$ cat config.mk
export PLATFORM = sky130hd
export DESIGN_NAME = serial_bit_source
export DESIGN_NICKNAME = d
export VERILOG_FILES = /design/src/rtl/ser_pkg.sv /design/src/rtl/ser_bit_counter.sv /design/src/rtl/serial_bit_source.sv
export SDC_FILE = /design/constraint.sdc
export NUM_CORES = 1
export LEC_CHECK = 0
export ABC_CLOCK_PERIOD_IN_PS = 1800
export CAP_MARGIN = 20
export CORE_MARGIN = 1
export CORE_UTILIZATION = 39
export DETAILED_ROUTE_END_ITERATION = 8
export PLACE_DENSITY = 0.74
export SLEW_MARGIN = 30
export SYNTH_ARGS = -nofsm -noshare
export SYNTH_HDL_FRONTEND = slang
export SYNTH_SLANG_ARGS = --single-unit
$ cat constraint.sdc
create_clock -name clk -period 1.8 [get_ports clk]
set_input_delay 0.36 -clock clk [delete_from_list [all_inputs] [get_ports clk]]
set_output_delay 0.36 -clock clk [all_outputs]
set_load 0.1 [all_outputs]
$ cat src/rtl/ser_pkg.sv
// rtl/ser_pkg.sv - shared state encoding and even-parity helper for serial_bit_source
package ser_pkg;

    typedef enum logic [1:0] {
        IDLE   = 2'd0,
        SHIFT  = 2'd1,
        PARITY = 2'd2
    } ser_state_t;

    // Widest word the parity helper accepts; callers zero-extend narrower words.
    localparam int PAR_MAX_WIDTH = 64;

    function automatic logic even_parity(input logic [PAR_MAX_WIDTH-1:0] word);
        return ^word;
    endfunction

endpackage

$ cat src/rtl/ser_bit_counter.sv
// rtl/ser_bit_counter.sv - loadable down-counter with zero flag for the serializer bit index
module ser_bit_counter #(
    parameter int CW = 3
) (
    input  logic          clk,
    input  logic          rst,
    input  logic          load,
    input  logic [CW-1:0] load_value,
    input  logic          dec,
    output logic          zero
);

    logic [CW-1:0] count;

    // Saturates at zero so a stalled SHIFT-at-last-bit never wraps.
    always_ff @(posedge clk or posedge rst) begin
        if (rst) begin
            count <= '0;
        end else if (load) begin
            count <= load_value;
        end else if (dec && (count != '0)) begin
            count <= count - 1'b1;
        end
    end

    assign zero = (count == '0);

endmodule

$ cat src/rtl/serial_bit_source.sv
// rtl/serial_bit_source.sv - word-to-bit serializer with valid/ready input; optional SER_PARITY_EN appends even parity
module serial_bit_source
    import ser_pkg::*;
#(
    parameter int WIDTH     = 8,
    parameter bit MSB_FIRST = 1'b1,
    parameter bit IDLE_BIT  = 1'b0
) (
    input  logic             clk,
    input  logic             rst,
    input  logic [WIDTH-1:0] din,
    input  logic             din_valid,
    output logic             din_ready,
    output logic             x_out,
    output logic             x_valid,
    output logic             busy
);

    localparam int            CW       = $clog2(WIDTH);
    localparam logic [CW-1:0] LAST_IDX = CW'(WIDTH - 1);

    ser_state_t       state;
    ser_state_t       state_next;
    logic [WIDTH-1:0] sr;
    logic             cnt_zero;
    logic             transfer;

    assign transfer = din_valid && din_ready;

    ser_bit_counter #(
        .CW(CW)
    ) u_bit_counter (
        .clk       (clk),
        .rst       (rst),
        .load      (transfer),
        .load_value(LAST_IDX),
        .dec       (state == SHIFT),
        .zero      (cnt_zero)
    );

    always_ff @(posedge clk or posedge rst) begin
        if (rst) begin
            state <= IDLE;
        end else begin
            state <= state_next;
        end
    end

    // din_ready depends only on state so the source never sees a ready/valid loop.
    always_comb begin
        state_next = state;
        din_ready  = 1'b0;
        case (state)
            IDLE: begin
                din_ready = 1'b1;
                if (din_valid) begin
                    state_next = SHIFT;
                end
            end
            SHIFT: begin
                if (cnt_zero) begin
`ifdef SER_PARITY_EN
                    state_next = PARITY;
`else
                    din_ready  = 1'b1;
                    state_next = din_valid ? SHIFT : IDLE;
`endif
                end
            end
            PARITY: begin
                din_ready  = 1'b1;
                state_next = din_valid ? SHIFT : IDLE;
            end
            default: begin
                state_next = IDLE;
            end
        endcase
    end

    always_ff @(posedge clk or posedge rst) begin
        if (rst) begin
            sr <= '0;
        end else if (transfer) begin
            sr <= din;
        end else if (state == SHIFT) begin
            sr <= MSB_FIRST ? {sr[WIDTH-2:0], 1'b0} : {1'b0, sr[WIDTH-1:1]};
        end
    end

`ifdef SER_PARITY_EN
    logic parity_q;

    always_ff @(posedge clk or posedge rst) begin
        if (rst) begin
            parity_q <= 1'b0;
        end else if (transfer) begin
            parity_q <= even_parity(PAR_MAX_WIDTH'(din));
        end
    end
`endif

    always_comb begin
        x_out = IDLE_BIT;
        case (state)
            SHIFT:   x_out = MSB_FIRST ? sr[WIDTH-1] : sr[0];
`ifdef SER_PARITY_EN
            PARITY:  x_out = parity_q;
`endif
            default: x_out = IDLE_BIT;
        endcase
    end

    assign x_valid = (state != IDLE);
    assign busy    = x_valid;

endmodule

# == Word level (Yosys, flattened, before mapping) ==
# Cells that the tools add are included.
# word_totals
reg_bits,13
out_inout_bits,4
elab_cells,29
inputBits,11
# classes
reduce_logical,10
addsub,1
n_eq_ne,4
mux,11
# ops
cell,n
$mux W8,2
$mux W3,2
$pmux W2 S3,1
$reduce_bool A2 Y1,3
$mux W2,2
$ne A2 B2 Y1 const B,2
$logic_not A3 Y1,1
$mux W1,3
$reduce_bool A3 Y1,1
$sub A3 B1 Y3 const B,1
$eq A2 B1 Y1 const B,1
$eq A2 B2 Y1 const B,1
$logic_and A1 B1 Y1,2
$logic_not A2 Y1,1
$pmux W1 S2,1
$reduce_and A2 Y1,1
$reduce_or A2 Y1,1

# == Depth between registers and ports, before layout ==
# Gate-level depths: netlist of run 1.
# depth
ltp_word,5
mapped_depth,8
ltp_nobuf,6

# == By module ==
# From an unflattened synthesis of run 1, not the netlist that was laid out.
# hier_totals
cells_unflattened,72
hier_area_um2,737.0
# modules_own_cells
module,n_inst,cells_each,seq_area_each_um2,area_per_inst_um2
serial_bit_source,1,52,225.2,525.5
ser_bit_counter,1,20,75.1,211.5

# == Least setup slack after synthesis of run 1 ==
# No wires, ideal clock.
# synth_timing
path_type,register to output
startpoint,register state[0]
endpoint,output x_out
path_buffers,0
required_time_ns,1.440
stages_incl_launch_ff,2
path_slack_ns,-0.201
arrival_ns,1.641
path_cell_list,dfrtp_1 > and2_2
# synth_via
elab_chain_len,2
# synth_lines
element,line,rtl
start: declaration,serial_bit_source.sv:22,ser_state_t state;
start signal: assignment,serial_bit_source.sv:45,state <= state_next;
$eq A2 B1 Y1,serial_bit_source.sv:104,case (state)
$mux W1,serial_bit_source.sv:104,
end: declaration,serial_bit_source.sv:14,"output logic x_out,"
# Every way passes these cells.

# == Worst setup path in the final report of run 1 ==
# layout_timing
startpoint,register u_bit_counter.count[1]
endpoint,output din_ready
# layout_via
elab_chain_len,3
# layout_lines
element,line,rtl
start: declaration,ser_bit_counter.sv:13,logic [CW-1:0] count;
start signal: assignment,ser_bit_counter.sv:20,count <= load_value;
start signal: assignment,ser_bit_counter.sv:22,count <= count - 1'b1;
$logic_not A3 Y1,ser_bit_counter.sv:26,assign zero = (count == '0);
$mux W1,serial_bit_source.sv:61,if (cnt_zero) begin
$pmux W1 S2,serial_bit_source.sv:53,case (state)
end: declaration,serial_bit_source.sv:13,"output logic din_ready,"
# Every way passes these cells.

==> results.json, run 1 <==
{
  "status": "finished clean",
  "fin_nets": 90,
  "gr-total-overflow": 0,
  "grt_pass1_vias": 420,
  "die_h_um": 41.0,
  "final_cell_mix": "dfrtp_1 (11), clkdlybuf4s50_1 (10), nand2_1 (9)",
  "htree_num_levels": 1,
  "r2r-end": "u_bit_counter.count[0]",
  "grt_pass1_wl_mm": 1.98,
  "reg2reg_from": "u_bit_counter.count[1]",
  "yosysUniqueCellTypes": 18,
  "worstMarginPinSlew_ns": 0.468,
  "start_util_pct": 43.8,
  "clock_latency_ns": 0.28,
  "maxSlewHeadroom_pct": 68.8,
  "cts_tree": "built",
  "dp_slack_ns": 0.147,
  "synth_seq_cells": 12,
  "yosysTopAreaCell": "dfrtp_1",
  "wl_mm": 1.26,
  "worstRegToRegCells": 7,
  "area_growth_pct": 42.1,
  "layout_min_cycle_time_ns": 1.75,
  "vdd_ir_drop_max_mv": 0.853,
  "cts_buffer_depth": 2,
  "io_buffers": 14,
  "yosysWarnings": 0,
  "drive_above_1_share_pct": 27.6,
  "worstPathMaxFanout": 4,
  "dpl.hpwl_um": 844,
  "final_util_pct": 62.3,
  "maxCapViolCount": 0,
  "start_kind": "flip-flop",
  "cts_root_buf": "clkbuf_4",
  "core_sq_um": 1350,
  "drt_iter0_markers": 10,
  "min_period_over_period_pct": 97.3,
  "synth_area_sq_um": 592,
  "final_common_cell": "dfrtp_1",
  "syn_inst": 57,
  "ioPinCount": 15,
  "p_leak_nw": 0.393,
  "finalMaxSlewViolations": 0,
  "die-width_um": 41.0,
  "vias": 484,
  "clk_pin_slew_ns": 0.08,
  "crit_type": "reg -> out",
  "hold_path.class": "in -> async",
  "final.setup_skew_ns": 0.0103,
  "critPathCaptureType": "output pin",
  "r2r_slack_ns": 0.22,
  "seq_area_frac_synth_pct": 50.7,
  "max_freq_mhz": 571,
  "globalplace.congestion": 0.710,
  "syn_area_per_cell_sq_um": 10.4,
  "antenna_found_initial": 0,
  "drtPass1Iterations": 4,
  "final-setup-viol-count": 0,
  "powerDensity_nw_per_um2": 1890,
  "drtAntennaViolNets": 0,
  "rows": 13,
  "cts_sinks": 12,
  "grt_usage_pct": 19.0,
  "diodes": 0,
  "hold_viol_final": 0,
  "viasPerCell": 5.32,
  "syn-num-nets": 70,
  "yosysTopAreaCellShare_pct": 50.7,
  "fill_cells": 107,
  "wl_per_cell_um": 13.9,
  "layout_setup_ws_ns": 0.0489,
  "die_area_sq_um": 1680,
  "cts_buffers": 3,
  "ys_top_cells_by_area": "dfrtp_1 (51%), a32oi_1 (5.9%), nand2_1 (5.7%), mux2_2 (5.7%), inv_1 (4.4%)",
  "cp_data_arrival_time_ns": 1.39,
  "crit_required_ns": 1.44,
  "placed_cell_area_sq_um": 785,
  "grt_max_degree": 15,
  "drc_errors": 0,
  "final_area_sq_um": 841
}
==> logic make-up after synthesis <==
group | count (synthesis) | synth area share, %
flip-flops | 12 | 50.7
buffers and inverters | 11 | 10.8
AND/OR/NAND/NOR | 14 | 10.6
AO/OA/AOI/OAI | 15 | 18.0
multiplexers | 3 | 5.71
adder cells (fa/ha/maj) | 2 | 4.23
==> registers in the layout (all words and copies together), names as in the netlist <==
register and count:
sr 8, state 1, u_bit_counter.count 3
==> cell usage after synthesis <==
| cell type | instances |
|---|---|
| a32o_1 | 1 |
| buf_6 | 2 |
| a31oi_1 | 2 |
| buf_4 | 2 |
| ha_1 | 2 |
| o22ai_1 | 2 |
| and2_2 | 1 |
| nand3_1 | 1 |
| a21boi_0 | 1 |
| mux2_2 | 3 |
| nor2_1 | 1 |
| o311ai_0 | 1 |
| dfrtp_1 | 12 |
| a32oi_1 | 4 |
| nand2_1 | 9 |
| nand2b_1 | 2 |
| o21ai_0 | 4 |
| inv_1 | 7 |
==> how the worst max path moves through the flow <==
stage                      startpoint                endpoint  slack (ns)  cells past startpoint
6_report       u_bit_counter.count[1]               din_ready        0.05                      5
4_1_cts        u_bit_counter.count[0]               din_ready        0.05                      5
3_3_place_gp   u_bit_counter.count[0]  u_bit_counter.count[0]        0.23                      7
3_5_place_dp   u_bit_counter.count[0]  u_bit_counter.count[0]        0.15                      7
5_1_grt        u_bit_counter.count[1]               din_ready       -0.02                      5
2_1_floorplan                state[0]                   x_out        0.14                      1
==> per-stage QoR <==
stage | setup TNS (ns) | total power, mW | hold slack, ns | instances
3_3_place_gp | 0 | 1.31 | 0.457 | 86
3_5_place_dp | 0 | 1.33 | 0.467 | 86
4_1_cts | 0 | 1.52 | 0.406 | 90
5_1_grt | -0.0154 | 1.68 | 0.434 | 91
6_report | 0 | 1.59 | 0.379 | 91
2_1_floorplan | 0 | 1.08 | 0.225 | 57
==> critical path, stage by stage (launching register included) <==
cell      delay [ns]
dfrtp_1         0.38
inv_1           0.08
ha_2            0.19
ha_4            0.13
nand2b_4        0.15
buf_12          0.18
==> cell type report <==
type	count	area (sq um)	share of cell area [%]
clock buffer	4	26.3	3.13
inverter	7	26.3	3.13
multi-input combinational	34	250	29.8
sequential	12	302	35.9
tap	15	18.8	2.23
timing repair buffer	19	218	25.9
==> metal layers <==
| layer | vias up | part of all wire [%] | routed length (um) | track usage (%) |
|---|---|---|---|---|
| met5 | - | 0 | 0 | 0 |
| met4 | 0 | 0.95 | 12 | 10.0 |
| met3 | 2 | 4.9 | 62 | 6.52 |
| met2 | 21 | 49 | 619 | 28.1 |
| met1 | 223 | 45 | 568 | 24.2 |
| li1 | 238 | - | - | - |
==> where the power goes <==
group | switching (mW) | total [mW] | internal, mW
logic | 0.552 | 0.941 | 0.389
registers | 0.0854 | 0.470 | 0.385
clock network | 0.0948 | 0.181 | 0.0860
==> repair_timing <==
item / CTS / global route
gates resized for setup: 2 / 4
setup buffers: 0 / 1
hold buffers: 0 / 0
endpoints found under the setup margin: 1 / 1
Note: power is estimated with default switching activity, not from simulation.
==> run 2, diff against run 1 <==
--- a/config.mk
+++ b/config.mk
@@ -7,11 +7,11 @@
 export LEC_CHECK = 0
 export ABC_CLOCK_PERIOD_IN_PS = 1800
 export CAP_MARGIN = 20
-export CORE_MARGIN = 1
-export CORE_UTILIZATION = 39
+export CORE_UTILIZATION = 49
 export DETAILED_ROUTE_END_ITERATION = 8
-export PLACE_DENSITY = 0.74
+export PLACE_DENSITY = 0.85
 export SLEW_MARGIN = 30
 export SYNTH_ARGS = -nofsm -noshare
 export SYNTH_HDL_FRONTEND = slang
+export SYNTH_HIERARCHICAL = 1
 export SYNTH_SLANG_ARGS = --single-unit
==> results.json, run 2 <==
{
  "cts_setup_buffers": 0,
  "largest_reg_flops": 8,
  "rsz0062_at_grt": "no",
  "cts_buffer_depth": 2,
  "final_cell_mix": "dfrtp_1 (11), clkdlybuf4s50_1 (10), mux2i_1 (8), o21ai_1 (8)",
  "fill_cells": 92,
  "async_flop_share_pct": 100,
  "grt_pass1_vias": 461,
  "layout_min_cycle_time_ns": 1.73,
  "cpPeakStageDelay_ns": 0.39,
  "final_area_sq_um": 981,
  "hold_viol_final": 0,
  "rows": 13,
  "crit_type": "reg -> out",
  "area_growth_pct": 33.1,
  "final-setup-viol-count": 0,
  "cp_data_arrival_time_ns": 1.37,
  "vdd_ir_drop_max_mv": 1.19,
  "top_register": "sr",
  "synth.most_common_cell": "dfrtp_1",
  "reg2reg_from": "u_bit_counter/count[0]",
  "syn_area_per_cell_sq_um": 10.2,
  "crit_required_ns": 1.44,
  "diodes": 0,
  "grt_usage_pct": 20.6,
  "max_freq_mhz": 578,
  "yosysUniqueCellTypes": 20,
  "synth_top_cells_by_count": "dfrtp_1 (12), mux2i_1 (8), o21ai_1 (8), a31oi_1 (7), and3_1 (7)",
  "wl_per_cell_um": 13.9,
  "worstPathMaxFanout": 3,
  "grt_max_degree": 14,
  "cts_tree": "built",
  "drive_above_1_share_pct": 22.2,
  "drc_errors": 0,
  "start_util_pct": 54.6,
  "critical_path.cell_chain": "inv_1 -> ha_2 -> ha_4 -> nand2b_4 -> buf_12",
  "io_buffers": 14,
  "r2r-end": "u_bit_counter/count[0]",
  "synth_edf_count": 0,
  "seq_area_frac_synth_pct": 40.7,
  "hold_path.class": "in -> async",
  "powerDensity_nw_per_um2": 1960,
  "final_common_cell": "dfrtp_1",
  "cts_sinks": 12,
  "cts_buffers": 3,
  "gr-total-overflow": 0,
  "cts.hold.buffers_added": 0,
  "synth-main-ff-cell": "dfrtp_1",
  "drtPass1Iterations": 4,
  "top_regs": "sr (8), u_bit_counter/count (3), state (1)",
  "vias": 576,
  "drt_iter0_markers": 5,
  "slowest_stage": "dfrtp_1",
  "clk_pin_slew_ns": 0.08,
  "postCtsResizedCells": 0,
  "placed_cell_area_sq_um": 945,
  "ys_top_cells_by_area": "dfrtp_1 (41%), mux2i_1 (11%), a31oi_1 (5.9%), and3_1 (5.9%), o21ai_1 (5.4%)",
  "min_period_over_period_pct": 96.0,
  "cts_root_buf": "clkbuf_4",
  "critPathCaptureType": "output pin",
  "fin_nets": 104,
  "clock_latency_ns": 0.28,
  "grt_pass1_wl_mm": 2.12,
  "antenna_found_initial": 0,
  "die_h_um": 40.8,
  "layout.cells.non_filler": 105,
  "placedCellCount": 101,
  "synth_area_sq_um": 737,
  "globalplace.congestion": 0.674,
  "core_sq_um": 1350,
  "drtAntennaViolNets": 0,
  "hold_ws_ns": 0.280,
  "yosysTopAreaCell": "dfrtp_1",
  "r2r_slack_ns": 0.11,
  "final.setup_skew_ns": 0.00735,
  "syn_inst": 72,
  "finalMaxSlewViolations": 0,
  "yosysTopAreaCellShare_pct": 40.7,
  "crit_end": "din_ready",
  "ioPinCount": 15,
  "die_area_sq_um": 1660,
  "status": "finished clean",
  "worstRegToRegCells": 7,
  "die-width_um": 40.8,
  "synth_seq_cells": 12,
  "p_leak_nw": 0.470,
  "htree_num_levels": 1,
  "wl_mm": 1.46,
  "startpoint": "u_bit_counter/count[0]",
  "final_util_pct": 72.7,
  "maxCapViolCount": 0,
  "dpl.hpwl_mm": 1.04,
  "start_kind": "flip-flop",
  "viasPerCell": 5.49,
  "yosysWarnings": 6
}
[run 2: cell count changes in the layout (fill, tap and decap cells not counted), moves of 3 or more]
cell	change
and3_1	+7
nand2_1	-9
o21ai_1	+8
o21ai_0	-4
mux2_2	-3
a31oi_1	+5
conb_1	+3
mux2i_1	+8
a32oi_1	-4
a221o_1	+3
nor4b_1	+3
[run 2: layout make-up]
| type | count | area, sq um | share of cell area, % |
|---|---|---|---|
| Multi-Input combinational cell | 51 | 393 | 40.1 |
| Sequential cell | 12 | 304 | 31.0 |
| Timing Repair Buffer | 18 | 210 | 21.4 |
| Clock buffer | 4 | 36.3 | 3.70 |
| Inverter | 5 | 18.8 | 1.91 |
| Tap cell | 15 | 18.8 | 1.91 |
[run 2: worst min path at each step]
stage | startpoint | end | slack [ns]
detailed placement | sr[0] | sr[1] | 0.50
CTS | rst | u_bit_counter/count[0] | 0.28
global route | rst | u_bit_counter/count[0] | 0.32
global placement | sr[0] | sr[1] | 0.49
floorplan | rst | u_bit_counter/count[0] | 0.11
finish | rst | u_bit_counter/count[0] | 0.28
[run 2: through the flow]
stage	power (mW)	TNS [ns]	setup slack [ns]
floorplan	1.39	-0.355	-0.199
global placement	1.67	0	0.139
detailed placement	1.70	0	0.130
CTS	1.93	0	0.0563
global route	2.01	0	0.0220
finish	1.92	0	0.0712
[run 2: cell families after synthesis]
kind of cell    count (synthesis)  synth area share, %
compound gates                 18                 15.5
other cells                     1                0.509
flops                          12                 40.7
buf+inv                        11                 10.7
simple gates                   20                 18.3
fa+ha+maj                       2                 3.40
mux                             8                 10.9
[run 2: worst max-delay path, delay by kind of cell (launching register included)]
kind,cells,cell delay (ns)
simple gates,1,0.15
buf+inv,2,0.23
flops,1,0.39
fa+ha+maj,2,0.33
[run 2: metal layers]
metal	part of all wire, %	global-route usage, %
met2	47	27.0
met4	0.96	15.0
met3	2.3	3.26
met1	50	29.8
met5	0	0
[run 2: report_power, final]
group          leakage (nW)  internal [mW]  switching, mW
Combinational         0.300          0.528          0.665
Sequential            0.149          0.400          0.108
Clock                0.0210          0.123          0.100
Total                 0.470           1.05          0.873
==> RTL edit 1: new RTL, config.mk and constraints of run 2 <==
The option `SER_PARITY_EN` is turned on by a define.
--- a/src/rtl/serial_bit_source.sv
+++ b/src/rtl/serial_bit_source.sv
@@ -1,2 +1,4 @@
 // rtl/serial_bit_source.sv - word-to-bit serializer with valid/ready input; optional SER_PARITY_EN appends even parity
+`define SER_PARITY_EN
+
 module serial_bit_source
Behaviour: not the same (a bounded check fails within 10 cycles, from zero or initial values and one cycle with rst high).
==> RTL edit 1 against run 2 <==
The flow now finishes with violations (negative setup slack); sequential power is 10% higher; final area is 19% higher; clock skew is 0.0039 ns lower; register-to-register slack better by 0.12 ns; first-iteration DRC count grew to 4.4 times the old value; worst hold slack worse by 0.012 ns; power is 14% higher; setup slack worse by 0.089 ns; combinational power is 24% higher; sequential cell count is 2 higher; count of clock-buffer cells in the layout is 1 lower; routed wire length is 9.8% higher; area after synthesis is 16% higher; critical path type unchanged; critical endpoint is now x_out; largest cell class unchanged; highest routed layer is now met3.
==> RTL edit 1: results <==
grt:
  grt_use_met2: 0.287
  groute.layer.met3.usage: 0.0750
  global_route.overflow_total: 0
  grt_first_pass_wirelength_um: 2620
  grt_util_all_layers: 0.186
  grt.met1_usage: 0.247
  number_of_global_route_vias_before_repair: 607
worst_setup_path:
  worstPathMaxFanout: 4
  critical_path_arrival_ns: 1.46
  r2r-end: "state[1]"
  crit_path_max_incr_delay_ns: 0.44
  reg2reg_setup_slack_ns: 0.23
  reg2regPathDepth: 6
pwr:
  vdd_ir_max_mv: 1.58
  static-leakage-power_nw: 0.516
sta:
  finalHoldWorstSlack_ns: 0.268
  slack_of_the_critical_path_ns: -0.0175
  setup_violations: 1
  finClkSkew_ns: 0.00341
cells_and_area:
  top_regs: "sr: 8 flops, u_bit_counter/count: 3 flops, state: 2 flops"
  layout.nets: 131
  final_layout_size_suffix_gt1_frac: 0.225
place:
  dpl.hpwl_um: 1130
  placed_cell_area_um2: 1090
  routabilityCongestion: 0.792
status:
  status: "complete, but fails checks"
  violated_checks: "negative setup slack"
detailed_routing:
  vias: 667
  first_pass_iters: 4
  violation_count_after_the_first_detailed_routing_iteration: 22
  wirelength_routed_um: 1600
synthesis:
  synth.top_cells.by_area: "sky130_fd_sc_hd__dfrtp_1, sky130_fd_sc_hd__ha_1, sky130_fd_sc_hd__mux2i_1, sky130_fd_sc_hd__xnor2_1, sky130_fd_sc_hd__nand2_1"
  ys_seq_area_frac: 0.409
  netlist_top_cells_count: "sky130_fd_sc_hd__dfrtp_1, sky130_fd_sc_hd__nand2_1, sky130_fd_sc_hd__o21ai_0"
  synthCells: 88
  ys_types: 22
RTL edit 1: layout make-up:
class,instances,area [µm²]
inverters,8,33.8
multi-input cells,64,497
flip-flops and latches,14,352
well taps,16,20.0
clock buffers,3,22.5
fillers,108,408
repair buffers,22,244
RTL edit 1: metal layers:
metal	part of all wire	wire length, µm	vias up
met5	0	0	-
met4	0	0	0
met3	0.039	63	0
met2	0.49	782	12
met1	0.47	752	318
li1	-	-	337
RTL edit 1: worst max-delay path by stage:
stage | slack [ns] | to | depth (start not counted) | startpoint
after CTS | -0.01 | x_out | 5 | state[1]
final | -0.02 | x_out | 5 | state[0]
after global placement | 0.09 | u_bit_counter/count[2] | 4 | din_valid
after floorplan | -0.08 | state[1] | 5 | state[0]
after detailed placement | 0.07 | u_bit_counter/count[1] | 4 | din_valid
after global routing | -0.05 | x_out | 5 | state[0]
RTL edit 1: logic make-up (layout without fill, tap and decap cells):
group | count (synthesis) | after routing | share of synthesized area
AO/OA/AOI/OAI | 14 | 14 | 0.0964
XOR/XNOR | 7 | 7 | 0.0715
adder cells (fa/ha/maj) | 7 | 7 | 0.102
buffers and inverters | 12 | 33 | 0.0642
flip-flops | 14 | 14 | 0.409
multiplexers | 8 | 8 | 0.0949
other | 1 | 3 | 0.00438
AND/OR/NAND/NOR | 25 | 25 | 0.158
RTL edit 1: metrics by stage:
stage	power (mW)	TNS (ns)	std cells	worst slack (ns)
finish	2.20	-0.0175	127	-0.0175
global route	2.33	-0.0626	127	-0.0495
CTS	2.13	-0.0127	125	-0.0127
detailed placement	1.91	0	120	0.0705
global placement	1.87	0	120	0.0858
floorplan	1.52	-0.164	90	-0.0786
RTL edit 1: repair_timing:
| item | in CTS | in global routing |
|---|---|---|
| hold endpoints to repair | 0 | 0 |
| setup endpoints to repair | 2 | 4 |
| pin swaps | 1 | 1 |
| cloned | 0 | 0 |
| resized for setup | 4 | 3 |
| setup buffers | 2 | 2 |
RTL edit 1: where the power goes:
group	switching (mW)	internal (mW)
Sequential	0.0934	0.467
Clock	0.0932	0.0775
Combinational	0.829	0.636
Total	1.02	1.18
==> RTL edit 2: new RTL, config.mk and constraints of run 2 <==
Made on the original files. Encoding of `ser_state_t`: now one-hot (3 bits for 3 states).
--- a/src/rtl/ser_pkg.sv
+++ b/src/rtl/ser_pkg.sv
@@ -3,6 +3,6 @@
 
-    typedef enum logic [1:0] {
-        IDLE   = 2'd0,
-        SHIFT  = 2'd1,
-        PARITY = 2'd2
+    typedef enum logic [2:0] {
+        IDLE   = 3'b001,
+        SHIFT  = 3'b010,
+        PARITY = 3'b100
     } ser_state_t;
Behaviour: no difference found for any inputs over 10 cycles, from zero or initial values and one cycle with rst high; not proved beyond that.
==> RTL edit 2 against run 2 <==
The flow now finishes with violations (negative setup slack); final area up 22%; clock power down 17%; combinational power up 51%; worst hold slack worse by 0.0047 ns; cell count up 9.5%; routed wire length up 8.3%; setup slack worse by 0.13 ns; sequential cell count up 1; count of clock-buffer cells in the layout unchanged; power up 31%; first-iteration DRC count up 40%; area after synthesis up 9.8%; via count up 2.8%; critical path type unchanged; critical endpoint unchanged.
==> RTL edit 2: results <==
sta:
  finClkSkew_ns: 0.00337
  slack_of_the_critical_path_ns: -0.0600
  setup_violations: 3
synthesis:
  yosys.area_share.adder: 0.0618
  synth_mux_area_frac: 0.249
  ys_seq_area_frac: 0.403
  synthesized_area_fraction_occupied_by_ao_oa_aoi_and_oai_cells: 0.0835
  ys_types: 24
  netlist_top_cells_count: "sky130_fd_sc_hd__dfrtp_1, sky130_fd_sc_hd__inv_1, sky130_fd_sc_hd__mux2_2"
  synth.top_cells.by_area: "sky130_fd_sc_hd__dfrtp_1, sky130_fd_sc_hd__mux2_2, sky130_fd_sc_hd__mux2_4, sky130_fd_sc_hd__ha_1, sky130_fd_sc_hd__inv_1"
place:
  routabilityCongestion: 0.757
  place_ws_ns: -0.0208
  dpl.hpwl_um: 1180
detailed_routing:
  wl_per_cell_um: 13.7
  wire_length_on_met3_um: 39
  met1_wirelength_um: 671
  viasPerCell: 5.15
  topRoutingLayerUsed: "met4"
  wl_met2_um: 854
  violation_count_after_the_first_detailed_routing_iteration: 7
  first_pass_iters: 4
cts:
  clock_latency_ns: 0.27
  clock_tree.buffer_depth: 2
worst_setup_path:
  origin_of_the_critical_flop_to_flop_path: "state[0]"
  critical_path_arrival_ns: 1.50
  reg2regPathDepth: 8
  reg2reg_setup_slack_ns: 0.04
  r2r-end: "u_bit_counter/count[2]"
cells_and_area:
  fillers: 93
  top_regs: "sr: 8 flops, u_bit_counter/count: 3 flops, state: 2 flops"
  final_layout_size_suffix_gt1_frac: 0.515
  layout.nets: 115
grt:
  grt_util_all_layers: 0.208
  grt_max_degree: 11
  number_of_global_route_vias_before_repair: 663
  grt_first_pass_wirelength_um: 2790
pwr:
  swShare: 0.417
  static-leakage-power_nw: 0.528
  vdd_ir_max_mv: 1.45
status:
  violated_checks: "negative setup slack"
  status: "complete, but fails checks"
[RTL edit 2: cells by family after synthesis]
logic type | after synthesis
muxes | 16
and+or+nand+nor | 13
DFF | 13
buffers and inverters | 12
AOI/OAI and AO/OA | 9
adders and majority gates | 4
other | 1
[RTL edit 2: through the flow]
step | area (µm²) | hold slack (ns) | cells | TNS [ns]
after global placement | 1080 | 0.500 | 105 | 0
after CTS | 1180 | 0.278 | 114 | -0.250
final | 1200 | 0.275 | 115 | -0.170
after detailed placement | 1080 | 0.510 | 105 | -0.0677
after global routing | 1200 | 0.294 | 115 | -0.384
after floorplan | 853 | 0.114 | 70 | -0.299
[RTL edit 2: power by group through the flow]
stage	clock network (mW)	logic, mW	registers [mW]
CTS	0.187	1.75	0.530
finish	0.185	1.80	0.533
global route	0.199	1.91	0.552
floorplan	0	1.15	0.508
detailed placement	0	1.57	0.539
global placement	0	1.53	0.526
[RTL edit 2: worst max-delay path by stage]
stage,start,end,cells after the start
2_1_floorplan,state[0],x_valid,3
3_3_place_gp,din_valid,u_bit_counter/count[0],5
3_5_place_dp,din_valid,sr[2],5
4_1_cts,state[0],din_ready,6
5_1_grt,state[0],x_valid,4
6_report,state[0],din_ready,5
[RTL edit 2: what timing repair did]
item,CTS,global route
cloned,0,1
gates resized for setup,8,4
endpoints found under the hold margin,0,0
endpoints found under the setup margin,10,15
pin swaps,4,5
buffers inserted,5,0
[RTL edit 2: per-layer routing]
| layer | global-route usage | vias to the layer above |
|---|---|---|
| li1 | - | 295 |
| met1 | 0.251 | 281 |
| met2 | 0.355 | 14 |
| met3 | 0.0388 | 2 |
| met4 | 0.0938 | 0 |
| met5 | 0 | - |
[RTL edit 2: critical path, cell delays in order (launching register included)]
cell and delay [ns]:
sky130_fd_sc_hd__dfstp_2 0.56, sky130_fd_sc_hd__inv_2 0.04, sky130_fd_sc_hd__ha_4 0.21, sky130_fd_sc_hd__buf_6 0.11, sky130_fd_sc_hd__nor2_4 0.12, sky130_fd_sc_hd__buf_12 0.18
[RTL edit 2: final cells by class]
class | count | area, µm² | share of cell area
clock buffer | 4 | 26.3 | 0.0219
sequential | 13 | 327 | 0.272
inverter | 9 | 37.5 | 0.0313
timing repair buffer | 27 | 285 | 0.238
tap | 16 | 20.0 | 0.0167
multi-input combinational | 46 | 504 | 0.420
